`config.mk`:
```
export PLATFORM = sky130hd
export DESIGN_NAME = mem_arbiter
export DESIGN_NICKNAME = d
export VERILOG_FILES = /design/src/rtl/grande_risco5_pkg.sv /design/src/rtl/arb_priority_select.sv /design/src/rtl/mem_arbiter.sv
export SDC_FILE = /design/constraint.sdc
export NUM_CORES = 1
export LEC_CHECK = 0
export ABC_AREA = 1
export CAP_MARGIN = 10
export CORE_ASPECT_RATIO = 0.8
export CORE_UTILIZATION = 37
export DETAILED_ROUTE_END_ITERATION = 8
export GPL_ROUTABILITY_DRIVEN = 0
export PLACE_DENSITY = 0.87
export SYNTH_ARGS = -nofsm -noshare
export SYNTH_HDL_FRONTEND = slang
export SYNTH_SLANG_ARGS = --single-unit
export TNS_END_PERCENT = 50
```
`constraint.sdc`:
```
create_clock -name clk -period 1.7 [get_ports clk]
set_clock_uncertainty 0.15 [all_clocks]
set_input_delay 0.34 -clock clk [delete_from_list [all_inputs] [get_ports clk]]
set_output_delay 0.34 -clock clk [all_outputs]
set_load 0.005 [all_outputs]
```
`src/rtl/grande_risco5_pkg.sv`:
```
// Shared definitions for the grande_risco5 memory subsystem: arbiter state
// encoding, default arbiter constants and a counter-width helper.
package grande_risco5_pkg;

    typedef enum logic [1:0] {
        IDLE    = 2'd0,
        GRANT_I = 2'd1,
        GRANT_D = 2'd2,
        RELEASE = 2'd3
    } arb_state_e;

    localparam int ARB_STARVE_LIMIT_DEFAULT   = 4;
    localparam int ARB_TIMEOUT_CYCLES_DEFAULT = 255;

    // Bits needed to hold every value from 0 up to and including max_val.
    function automatic int cnt_width(input int max_val);
        return (max_val < 1) ? 1 : $clog2(max_val + 1);
    endfunction

endpackage

```
`src/rtl/arb_priority_select.sv`:
```
// Arbitration decision for mem_arbiter: the D-cache wins a tie unless the
// I-cache has already been passed over STARVE_LIMIT times in a row.
module arb_priority_select
    import grande_risco5_pkg::*;
#(
    parameter int STARVE_LIMIT = ARB_STARVE_LIMIT_DEFAULT,
    parameter int CNT_WIDTH    = cnt_width(STARVE_LIMIT)
) (
    input  logic                 i_req_i,
    input  logic                 d_req_i,
    input  logic [CNT_WIDTH-1:0] starve_cnt_i,
    output logic                 grant_i_o,
    output logic                 grant_d_o
);

    logic starved;

    assign starved   = (starve_cnt_i == CNT_WIDTH'(STARVE_LIMIT));
    assign grant_i_o = i_req_i && (!d_req_i || starved);
    assign grant_d_o = d_req_i && !grant_i_o;

endmodule

```
`src/rtl/mem_arbiter.sv`:
```
// Two-client memory arbiter (I-cache / D-cache) with starvation protection.
// Define MEM_ARBITER_TIMEOUT_EN to add a grant timeout that pulses bus_error.
module mem_arbiter
    import grande_risco5_pkg::*;
#(
    parameter int DATA_WIDTH     = 32,
    parameter int ADDR_WIDTH     = 32,
    parameter int STARVE_LIMIT   = ARB_STARVE_LIMIT_DEFAULT,
    parameter int TIMEOUT_CYCLES = ARB_TIMEOUT_CYCLES_DEFAULT
) (
    input  logic                  clk,
    input  logic                  reset,
    input  logic                  i_cache_read_request,
    input  logic [ADDR_WIDTH-1:0] i_cache_address,
    output logic [DATA_WIDTH-1:0] i_cache_read_data,
    output logic                  i_cache_response,
    input  logic                  d_cache_read_request,
    input  logic                  d_cache_write_request,
    input  logic [ADDR_WIDTH-1:0] d_cache_address,
    input  logic [DATA_WIDTH-1:0] d_cache_write_data,
    output logic [DATA_WIDTH-1:0] d_cache_read_data,
    output logic                  d_cache_response,
    output logic                  memory_read_request,
    output logic                  memory_write_request,
    output logic [ADDR_WIDTH-1:0] memory_addr,
    output logic [DATA_WIDTH-1:0] memory_write_data,
    input  logic                  memory_response,
    input  logic [DATA_WIDTH-1:0] memory_read_data,
    output logic                  bus_error,
    output logic [1:0]            grant_owner
);

    localparam int SW = cnt_width(STARVE_LIMIT);

    if (STARVE_LIMIT < 1 || TIMEOUT_CYCLES < 1) begin : g_bad_cfg
        $error("mem_arbiter: STARVE_LIMIT and TIMEOUT_CYCLES must be at least 1");
    end

    arb_state_e            state_q, state_d;
    logic [SW-1:0]         starve_q, starve_d;
    logic [ADDR_WIDTH-1:0] addr_q, addr_d;
    logic [DATA_WIDTH-1:0] wdata_q, wdata_d;
    logic                  is_write_q, is_write_d;
    logic [DATA_WIDTH-1:0] i_rdata_q, i_rdata_d;
    logic [DATA_WIDTH-1:0] d_rdata_q, d_rdata_d;
    logic                  i_resp_q, i_resp_d;
    logic                  d_resp_q, d_resp_d;

    logic d_req;
    logic grant_i;
    logic grant_d;
    logic in_grant;
    logic mem_done;
    logic timed_out;
    logic finish;

    assign d_req    = d_cache_read_request | d_cache_write_request;
    assign in_grant = (state_q == GRANT_I) || (state_q == GRANT_D);
    assign mem_done = in_grant && memory_response;
    assign finish   = mem_done || timed_out;

    arb_priority_select #(
        .STARVE_LIMIT (STARVE_LIMIT),
        .CNT_WIDTH    (SW)
    ) u_prio (
        .i_req_i      (i_cache_read_request),
        .d_req_i      (d_req),
        .starve_cnt_i (starve_q),
        .grant_i_o    (grant_i),
        .grant_d_o    (grant_d)
    );

`ifdef MEM_ARBITER_TIMEOUT_EN
    localparam int TW = cnt_width(TIMEOUT_CYCLES);

    logic [TW-1:0] tmo_q, tmo_d;
    logic          bus_err_q;

    // Fires in the TIMEOUT_CYCLES-th grant cycle that still has no response.
    assign timed_out = in_grant && !memory_response && (tmo_q == TW'(TIMEOUT_CYCLES - 1));
    assign tmo_d     = in_grant ? tmo_q + 1'b1 : '0;

    always_ff @(posedge clk) begin
        if (!reset) begin
            tmo_q     <= '0;
            bus_err_q <= 1'b0;
        end else begin
            tmo_q     <= tmo_d;
            bus_err_q <= timed_out;
        end
    end

    assign bus_error = bus_err_q;
`else
    assign timed_out = 1'b0;
    assign bus_error = 1'b0;
`endif

    // NOTE: reset is sampled on the clock edge only; it never appears in the sensitivity list.
    always_ff @(posedge clk) begin
        if (!reset) begin
            state_q <= IDLE;
        end else begin
            state_q <= state_d;
        end
    end

    always_comb begin
        // NOTE: every combinational output gets a default first so no path infers a latch.
        state_d = state_q;
        case (state_q)
            IDLE: begin
                if (grant_i) begin
                    state_d = GRANT_I;
                end else if (grant_d) begin
                    state_d = GRANT_D;
                end
            end
            GRANT_I, GRANT_D: begin
                if (finish) begin
                    state_d = RELEASE;
                end
            end
            RELEASE: state_d = IDLE;
            default: state_d = IDLE;
        endcase
    end

    always_comb begin
        memory_read_request  = 1'b0;
        memory_write_request = 1'b0;
        if (in_grant) begin
            memory_read_request  = !is_write_q;
            memory_write_request = is_write_q;
        end
    end

    assign grant_owner       = state_q;
    assign memory_addr       = addr_q;
    assign memory_write_data = wdata_q;
    assign i_cache_read_data = i_rdata_q;
    assign d_cache_read_data = d_rdata_q;
    assign i_cache_response  = i_resp_q;
    assign d_cache_response  = d_resp_q;

    // Request capture, starvation bookkeeping and response pulses.
    always_comb begin
        starve_d   = starve_q;
        addr_d     = addr_q;
        wdata_d    = wdata_q;
        is_write_d = is_write_q;
        i_rdata_d  = i_rdata_q;
        d_rdata_d  = d_rdata_q;
        i_resp_d   = 1'b0;
        d_resp_d   = 1'b0;

        if (state_q == IDLE) begin
            if (grant_i || !i_cache_read_request) begin
                starve_d = '0;
            end else if (grant_d && (starve_q != SW'(STARVE_LIMIT))) begin
                starve_d = starve_q + 1'b1;
            end

            if (grant_i) begin
                addr_d     = i_cache_address;
                is_write_d = 1'b0;
            end else if (grant_d) begin
                addr_d     = d_cache_address;
                wdata_d    = d_cache_write_data;
                is_write_d = d_cache_write_request;
            end
        end

        if (finish) begin
            if (state_q == GRANT_I) begin
                i_resp_d  = 1'b1;
                i_rdata_d = timed_out ? '0 : memory_read_data;
            end else begin
                d_resp_d  = 1'b1;
                d_rdata_d = timed_out ? '0 : memory_read_data;
            end
        end
    end

    // The holding registers drive ports directly, so they are reset along with the FSM.
    always_ff @(posedge clk) begin
        if (!reset) begin
            starve_q   <= '0;
            addr_q     <= '0;
            wdata_q    <= '0;
            is_write_q <= 1'b0;
            i_rdata_q  <= '0;
            d_rdata_q  <= '0;
            i_resp_q   <= 1'b0;
            d_resp_q   <= 1'b0;
        end else begin
            starve_q   <= starve_d;
            addr_q     <= addr_d;
            wdata_q    <= wdata_d;
            is_write_q <= is_write_d;
            i_rdata_q  <= i_rdata_d;
            d_rdata_q  <= d_rdata_d;
            i_resp_q   <= i_resp_d;
            d_resp_q   <= d_resp_d;
        end
    end

endmodule

```
==> results.md <==
- PortBufs: 267
- Die ar.: around 0.016 mm²
- GRT Total Usage: a little under a quarter
- WS Path Type: flip-flop to output port
- Initial antenna violation count: 0
- WP data required: ~1.2 ns
- Yosys warning total: 0
- DIE HEIGHT: between 100 and 150 µm
- Hold Worst Slack: between 0.15 and 0.2 ns
- Total vias in the final route: 6,374
- Root buf cell: clkbuf_16
- First-pass GRT wire length: between 20,000 and 30,000 µm
- Synth-to-Final Area Change: 64.61%
- Num CTS Buffers: 17
- Vias in the first global route: between 5,000 and 6,000
- Status: finished with violations
- Diodes inserted: 0
- Min-Delay Endpoint: d_cache_read_data[9]
- Post-Syn Nets: roughly 980
- Worst-path clk slew: around 0.060 ns
- CP Capture Type: output port
- Peak VDD IR: between 0.0007 and 0.0008 V
- Min-delay src: reset
- Yosys top cell area share: 46.99%
- Final Slew Violations: 0
- Setup TNS: -0.2793 ns
- Ranking of synthesized cells by area: dfxtp_1, nor2_1, nand3_1
- R2R depth: 9
- CTS tree: done
- Leading area contributor after synthesis: dfxtp_1
- Unrepaired setup endpoints after global routing: true
- MaxCap Viol Count: 0
- Drt drc: 0
- Starting Density: 38.21%
- CTS Buffer Depth: 2
- Fraction of layout cells with a size suffix above 1: about an eighth
- Area of the core: approximately 0.015 mm²
- TritonRoute pass-1 iters: 7
- RR Endpoint: d_cache_read_data[28]
- Startpoint Class: flip-flop
- # IOs: ~270
- Post-route setup slack: -0.1516 ns
- Fmax: 540.1 MHz
- Initial drt markers: 366
- Final Setup Violations: 8
- Final Hold Viols: 0
- Yosys cell types: 23
- Leakage: approximately 4.8 nW
- Filler cells: 1,330
- Syn_area_per_cell: 6.923 µm²
- Via density: around 4.8
- Area of the multi-input gates: between 0.002 and 0.003 mm²
- Pwr dens: roughly 1400 mW/mm²
- Sequential fraction of the synthesis area: between 40% and 50%
- WHS Path Cells: 3
- Setup slack, reg-to-reg: -0.02 ns
- Minimum clock period: between 1.5 and 2 ns
- Yosys reg bits: 136
- GRT Residual Overflow: 0
- RR Startpoint: grant_owner[1]
- Critical path arrival: about 1.4 ns
- Cell Rows: 40
- Final wirelength: between 15,000 and 20,000 µm
- Die width: roughly 140 µm
- Syn Std Cell Area: ~0.0058 mm²
- Seq. cell area: 0.002750 mm²
- DP HPWL: roughly 12,000 µm
- Skew-Pair Late Insertion Delay: roughly 0.41 ns
- Hold buffers post-CTS: 0
- Clk sink count: between 100 and 150
- WL/cell: approximately 14 µm
- Worst Hold Class: primary input to flip-flop
- Violated checks: setup timing
- Post-layout nets: roughly 1,200
- Syn Inst Count: around 840
- H-tree levels: 4
- Period utilisation layout: 108.9%
- Largest net degree at the start of global routing: 70
- Routed Antenna Nets: 0
- Max Fanout on Critical Path: 3
-- per-stage QoR --
step                      power [W]  setup slack, ns  util, %  std cells  area (µm²)
after floorplan            0.007246          0.03387        -        837        5797
after global placement      0.01005          -0.4195    57.82       1286        8768
after detailed placement    0.01017          -0.4675    57.82       1286        8768
after CTS                   0.01348          -0.1526    61.34       1324        9301
after global routing        0.01466          -0.2266    62.90       1333        9538
final                       0.01373          -0.1516    62.90       1333        9538
-- flip-flops by register name (all words and copies together), names as in the netlist --
| signal | cells |
|---|---|
| grant_owner | 2 |
| d_cache_response | 1 |
| i_cache_response | 1 |
| is_write_q | 1 |
| memory_addr | 32 |
| i_cache_read_data | 32 |
| d_cache_read_data | 32 |
| memory_write_data | 32 |
| starve_q | 3 |
-- layout make-up --
type,count,area share (%)
Inverter,79,3.135
Sequential cell,136,28.83
Clock inverter,11,1.194
Tap cell,210,2.755
Clock buffer,21,4.932
Timing Repair Buffer,311,32.00
Multi-Input combinational cell,565,27.15
-- kinds of logic (layout without fill, tap and decap cells) --
| kind of cell | count (synthesis) | count (layout) | share of synthesized area [%] |
|---|---|---|---|
| AOI/OAI and AO/OA | 71 | 71 | 6.370 |
| DFF | 136 | 136 | 46.99 |
| buffers and inverters | 137 | 422 | 10.36 |
| and+or+nand+nor | 486 | 487 | 34.98 |
| adders and majority gates | 5 | 5 | 1.080 |
| xor gates and xnor gates | 1 | 1 | 0.1512 |
| other | 1 | 1 | 0.06472 |
-- report_power, final --
part / leakage (nW) / switching (W) / internal (W) / total, W
registers: 1.13 / 0.000448 / 0.00413 / 0.00458
logic: 3.43 / 0.00289 / 0.00265 / 0.00553
clock network: 0.282 / 0.00146 / 0.00215 / 0.00361
-- what timing repair did --
action | 4_1_cts | 5_1_grt
endpoints found under the setup margin | 227 | 118
cloned | 1 | 4
pin swaps | 3 | 10
gates resized for setup | 177 | 35
setup buffers | 5 | 6
-- worst max-delay path, cell delays in order (launching register included) --
cell and delay [ns]:
dfxtp_2 0.34, inv_2 0.05, ha_4 0.28, inv_2 0.04, nor2_1 0.09, buf_2 0.14
-- synth_stat cells --
cell / n
dfxtp_1: 136
clkbuf_1: 23
a21boi_2: 1
nand2_1: 144
inv_1: 76
nand2_4: 2
o21ai_0: 34
nand3_1: 132
nor2_1: 203
buf_4: 6
buf_2: 21
inv_2: 2
buf_1: 3
xor2_1: 1
buf_6: 5
a21oi_1: 35
clkinv_1: 1
nand2_2: 2
nor2_4: 2
conb_1: 1
or2_2: 1
a31oi_2: 1
ha_1: 5
-- worst max-delay path by stage --
stage	start	slack, ns	to	cells past startpoint
2_1_floorplan	grant_owner[0]	0.03	memory_addr[28]	10
3_3_place_gp	d_cache_read_request	-0.42	memory_write_data[9]	9
4_1_cts	grant_owner[1]	-0.15	memory_read_request	5
6_report	grant_owner[1]	-0.15	memory_read_request	5
5_1_grt	grant_owner[1]	-0.23	memory_read_request	5
3_5_place_dp	d_cache_read_request	-0.47	memory_write_data[21]	9
-- metal layers --
metal / vias to the layer above / share of wire [%] / track usage [%] / wire (µm)
met3: 43 / 9.2 / 7.221 / 1712
li1: 3156 / - / - / -
met1: 2879 / 42 / 26.52 / 7774
met4: 0 / 3.0 / 11.33 / 556
met5: - / 0 / 0 / 0
met2: 296 / 46 / 37.44 / 8545
-- cells in the final DEF, fill, tap and decap left out, drive strengths merged --
cell	Yosys	routed
nor2	205	206
nand2	148	148
dfxtp	136	136
clkdlybuf4s50	0	132
nand3	132	132
dlygate4sd2	0	130
inv	78	82
buf	35	46
a21oi	35	35
o21ai	34	34
clkbuf	23	24
clkinv	1	5
ha	5	5
clkinvlp	0	2
a31oi	1	1
or2	1	1
a21boi	1	1
xor2	1	1
conb	1	1
bufinv	0	1
Note: power is estimated with default switching activity, not from simulation.
==> RTL edit 1 (same settings) <==
The option `MEM_ARBITER_TIMEOUT_EN` is turned on by a define.
--- a/src/rtl/mem_arbiter.sv
+++ b/src/rtl/mem_arbiter.sv
@@ -1,4 +1,6 @@
 // Two-client memory arbiter (I-cache / D-cache) with starvation protection.
 // Define MEM_ARBITER_TIMEOUT_EN to add a grant timeout that pulses bus_error.
+`define MEM_ARBITER_TIMEOUT_EN
+
 module mem_arbiter
     import grande_risco5_pkg::*;
Check against the original RTL: no difference found for any inputs over 4 cycles, from zero or initial values and one cycle with reset low; that may be too few to reach the edited logic, so the function may still have changed.
==> RTL edit 1 against the unedited design <==
- the run ends with design-rule violations, negative setup slack left
- register-to-register slack worse by 0.21 ns
- critical path depth rose by 7
- design area up 14%
- largest cell class unchanged
- sequential cell count up 9
- power grew 29%
- setup slack got worse by 0.081 ns
- clock power increased by 14%
- routed wire length grew 14%
- count of clock-buffer cells in the layout decreased by 2
- cell count rose by 7.9%
- synthesized area increased by 8.4%
==> RTL edit 1: results (changes against the unedited design) <==
| Metric | Value |
|---|---|
| Crit path DAT | 2.09 ns (was 1.36 ns) |
| Largest net degree at the start of global routing | 65 (was 70) |
| Slew Limit Headroom | 76.0% |
| Cell variety after synth | 20 (was 23) |
| Vias/cell | 4.88 (was 4.78) |
| Vias in the first global route | 6,459 (was 5,884) |
| Post-route setup slack | -0.233 ns (was -0.152 ns) |
| Min Hold Slack | 0.0919 ns (was 0.154 ns) |
| Final setup fails | 71 (was 8) |
| Place WS | -0.454 ns (was -0.468 ns) |
| Status | finished with violations (unchanged) |
| CP max FO | 5 (was 3) |
| Maximum VDD drop | 950 uV (was 738 uV) |
| P_leak | 5.61 nW (was 4.84 nW) |
| Drt pass-1 iters | 8 (was 7) |
| Top post-synthesis cells by area | dfxtp_1 (46%), nand2_1 (13%), nor2_1 (13%), nand3_1 (8.0%), a21oi_1 (5.5%) (was dfxtp_1 (47%), nor2_1 (13%), nand3_1 (11%), nand2_1 (9.3%), inv_1 (4.9%)) |
| Reg2Reg Depth | 12 (was 9) |
| Failing checks | design-rule violations, negative setup slack (was negative setup slack) |
| 1st-iter DRT viols | 424 (was 366) |
| Hold worst-path end | grant_owner[1] (was d_cache_read_data[9]) |
| Hpwl dp | 12,900 um (was 12,100 um) |
| Setup_tns | -11.64 ns (was -0.279 ns) |
| Worst reg2reg endpoint | d_cache_read_data[23] (was d_cache_read_data[28]) |
| Synth top cells by count | nand2_1 (223), nor2_1 (212), dfxtp_1 (145), nand3_1 (101), a21oi_1 (69) (was nor2_1 (203), nand2_1 (144), dfxtp_1 (136), nand3_1 (132), inv_1 (76)) |
| Global-route wire length before repair | 31,400 um (was 28,700 um) |
| Sequential area share after synthesis | 46.2% (was 47.0%) |
| DRC errors left | 2 (was 0) |
| GRT Resource Usage Total | 22.4% (was 22.6%) |
| PortBufs | 268 (was 267) |
| NumNets Final | 1,347 (was 1,249) |
| Share of layout cells above drive strength 1 | 17.4% (was 12.9%) |
| Hold/Removal Path Class | input pin to register (unchanged) |
| Filler cells | 1,324 (was 1,330) |
| Synth Net Count | 1,062 (was 976) |
| Yosys warns | 0 (unchanged) |
| CTS Buf Count | 17 (unchanged) |
| WHS Path Cells | 3 (unchanged) |
| Routed WL | 21,100 um (was 18,600 um) |
| RR Startpoint | grant_owner[0] (was grant_owner[1]) |
| Clock latency on the worst-skew pair | 0.41 ns (about the same) |
[RTL edit 1: changes by cell type after synthesis, moves of 5 or more]
cell and change:
dfxtp_1 +9, o21ai_0 +5, buf_1 +8, buf_2 -7, nand2_1 +79, buf_6 +6
inv_1 -26, nor2_1 +9, a21oi_1 +34, nand3_1 -31
[RTL edit 1: worst max-delay path by stage]
stage | start | endpoint | slack [ns] | cells after the start
after floorplan | grant_owner[0] | i_cache_read_data[10] | -0.01 | 11
after global placement | d_cache_write_request | memory_write_data[0] | -0.38 | 11
after detailed placement | d_cache_write_request | memory_write_data[30] | -0.45 | 11
after CTS | grant_owner[0] | memory_write_request | -0.18 | 6
after global routing | grant_owner[1] | d_cache_read_data[23] | -0.31 | 12
final | grant_owner[0] | d_cache_read_data[23] | -0.23 | 12
[RTL edit 1: power breakdown]
group	switching, W	internal (W)	leakage, nW
logic	0.00431	0.00420	4.10
clock network	0.00146	0.00265	0.314
registers	0.000552	0.00452	1.20
[RTL edit 1: worst max-delay path: stages, from the launching register on]
cell	delay [ns]
dfxtp_2	0.33
inv_2	0.05
ha_4	0.28
inv_4	0.04
buf_6	0.11
nor2_4	0.11
nand3_4	0.12
buf_12	0.18
nand2_8	0.11
clkbuf_16	0.15
nand3_2	0.07
nand2_1	0.08
nor2_1	0.04
[RTL edit 1: cell type report]
type / count / area share, %
clock buffer: 19 / 4.07
sequential: 145 / 26.8
inverter: 54 / 2.00
clock inverter: 12 / 1.90
timing repair buffer: 328 / 32.3
multi-input combinational: 660 / 30.3
tap: 220 / 2.53
[RTL edit 1: kinds of logic (layout without fill, tap and decap cells)]
group	after synthesis	after routing	synth area share, %
fa+ha+maj	7	7	1.39
buf+inv	117	413	8.76
simple gates	542	543	34.8
compound gates	108	108	8.60
flops	145	145	46.2
xor+xnor	2	2	0.279
[RTL edit 1: repair_timing]
action                     CTS  global route
setup endpoints to repair  232           171
setup buffers                6             2
pin swaps                    8            21
gates cloned                 8             7
gates resized for setup    191           109
[RTL edit 1: layer usage]
metal	up-vias	GRT usage, %	wire [um]
met4	0	8.83	622
met3	50	6.87	1500
li1	3469	-	-
met1	3238	26.8	8720
met5	-	0	0
met2	265	37.4	10300
[RTL edit 1: per-stage QoR]
step	cell area [um^2]	std cells
floorplan	6300	921
global placement	9380	1386
detailed placement	9380	1386
CTS	10400	1431
global route	10900	1438
finish	10900	1438
==> RTL edit 2 (same flow settings) <==
Made on the original files. Take the reset off `addr_q`, `wdata_q`, `i_rdata_q` and `d_rdata_q` and load them in a clocked block of their own.
--- a/src/rtl/mem_arbiter.sv
+++ b/src/rtl/mem_arbiter.sv
@@ -187,18 +187,10 @@
         if (!reset) begin
             starve_q   <= '0;
-            addr_q     <= '0;
-            wdata_q    <= '0;
             is_write_q <= 1'b0;
-            i_rdata_q  <= '0;
-            d_rdata_q  <= '0;
             i_resp_q   <= 1'b0;
             d_resp_q   <= 1'b0;
         end else begin
             starve_q   <= starve_d;
-            addr_q     <= addr_d;
-            wdata_q    <= wdata_d;
             is_write_q <= is_write_d;
-            i_rdata_q  <= i_rdata_d;
-            d_rdata_q  <= d_rdata_d;
             i_resp_q   <= i_resp_d;
             d_resp_q   <= d_resp_d;
@@ -206,4 +198,11 @@
     end
 
+    always_ff @(posedge clk) begin
+        addr_q    <= addr_d;
+        wdata_q   <= wdata_d;
+        i_rdata_q <= i_rdata_d;
+        d_rdata_q <= d_rdata_d;
+    end
+
 endmodule
 
Function: changed (Yosys sat finds a counterexample within 4 cycles, from zero or initial values and one cycle with reset low).
==> RTL edit 2 against the unedited design <==
- the flow still finishes with violations (negative setup slack)
- register-to-register slack lost 0.06 ns
- setup slack gained 0.057 ns
- routed wire length shrank 33%
- design area shrank 13%
- sequential share of layout area grew 19 points
- via count shrank 45%
- combinational power shrank 47%
- utilization grew 4.4 points
- critical path depth is the same
- synthesized area shrank 18%
- power shrank 18%
- sequential cell count is the same
- critical path type unchanged
- critical endpoint unchanged
==> RTL edit 2: results (changes against the unedited design) <==
| Metric | Value |
|---|---|
| Filler cells | 896 (was 1,330) |
| Placed insts | 756 (was 1,286) |
| Resized cells post-CTS | 142 (was 177) |
| Post-route setup slack | -0.0942 ns (was -0.152 ns) |
| Maximum VDD drop | 740 uV (was 738 uV) |
| Met2 WL | 6610 um (was 8550 um) |
| M3 GR Usage | 8.28% (was 7.22%) |
| Synth top cells by count | edfxtp_1 (128), nand2_1 (112), nor2_1 (12), inv_1 (10), dfxtp_1 (8) (was nor2_1 (203), nand2_1 (144), dfxtp_1 (136), nand3_1 (132), inv_1 (76)) |
| Place WS | -0.321 ns (was -0.468 ns) |
| Failing checks | negative setup slack (unchanged) |
| Hold worst-path end | memory_write_data[25] (was d_cache_read_data[9]) |
| GRT met2 Usage | 33.6% (was 37.4%) |
| WHS Path Cells | 1 (was 3) |
| Number of flops mapped to enable cells by yosys | 128 (was 0) |
| Avg Synthesized Cell Area | 15.5 um^2 (was 6.92 um^2) |
| Vias in the first global route | 3,439 (was 5,884) |
| Status | finished with violations (unchanged) |
| Top_reg_cell synth | edfxtp_1 (was dfxtp_1) |
| Cell Int Power | 0.00825 W (was 0.00893 W) |
| Crit path DAT | 1.30 ns (was 1.36 ns) |
| NumNets Final | 747 (was 1,249) |
| Final setup fails | 63 (was 8) |
| 1st-iter DRT viols | 160 (was 366) |
| Share of layout cells above drive strength 1 | 14.0% (was 12.9%) |
| Cell variety after synth | 19 (was 23) |
| M1 GR Usage | 19.8% (was 26.5%) |
| Min Hold Slack | 0.332 ns (was 0.154 ns) |
| Reg2Reg Depth | 7 (was 9) |
| Met3 Wirelength | 1230 um (was 1710 um) |
| Hold path startpoint | d_cache_write_data[25] (was reset) |
-- RTL edit 2: logic make-up after synthesis --
| kind of cell | after synthesis | share of synthesized area [%] |
|---|---|---|
| AO/OA/AOI/OAI | 6 | 0.633 |
| XOR/XNOR | 1 | 0.185 |
| adder cells (fa/ha/maj) | 5 | 1.32 |
| buffers and inverters | 22 | 2.14 |
| flip-flops | 136 | 84.4 |
| other | 1 | 0.0790 |
| AND/OR/NAND/NOR | 135 | 11.3 |
-- RTL edit 2: area by class of cell --
| type | count | area, um^2 | area share, % |
|---|---|---|---|
| multi-input combinational | 148 | 716 | 8.62 |
| inverter | 15 | 60.1 | 0.723 |
| clock inverter | 13 | 124 | 1.49 |
| clock buffer | 19 | 433 | 5.21 |
| timing repair buffer | 290 | 2750 | 33.1 |
| tap | 171 | 214 | 2.58 |
| sequential | 136 | 4010 | 48.3 |
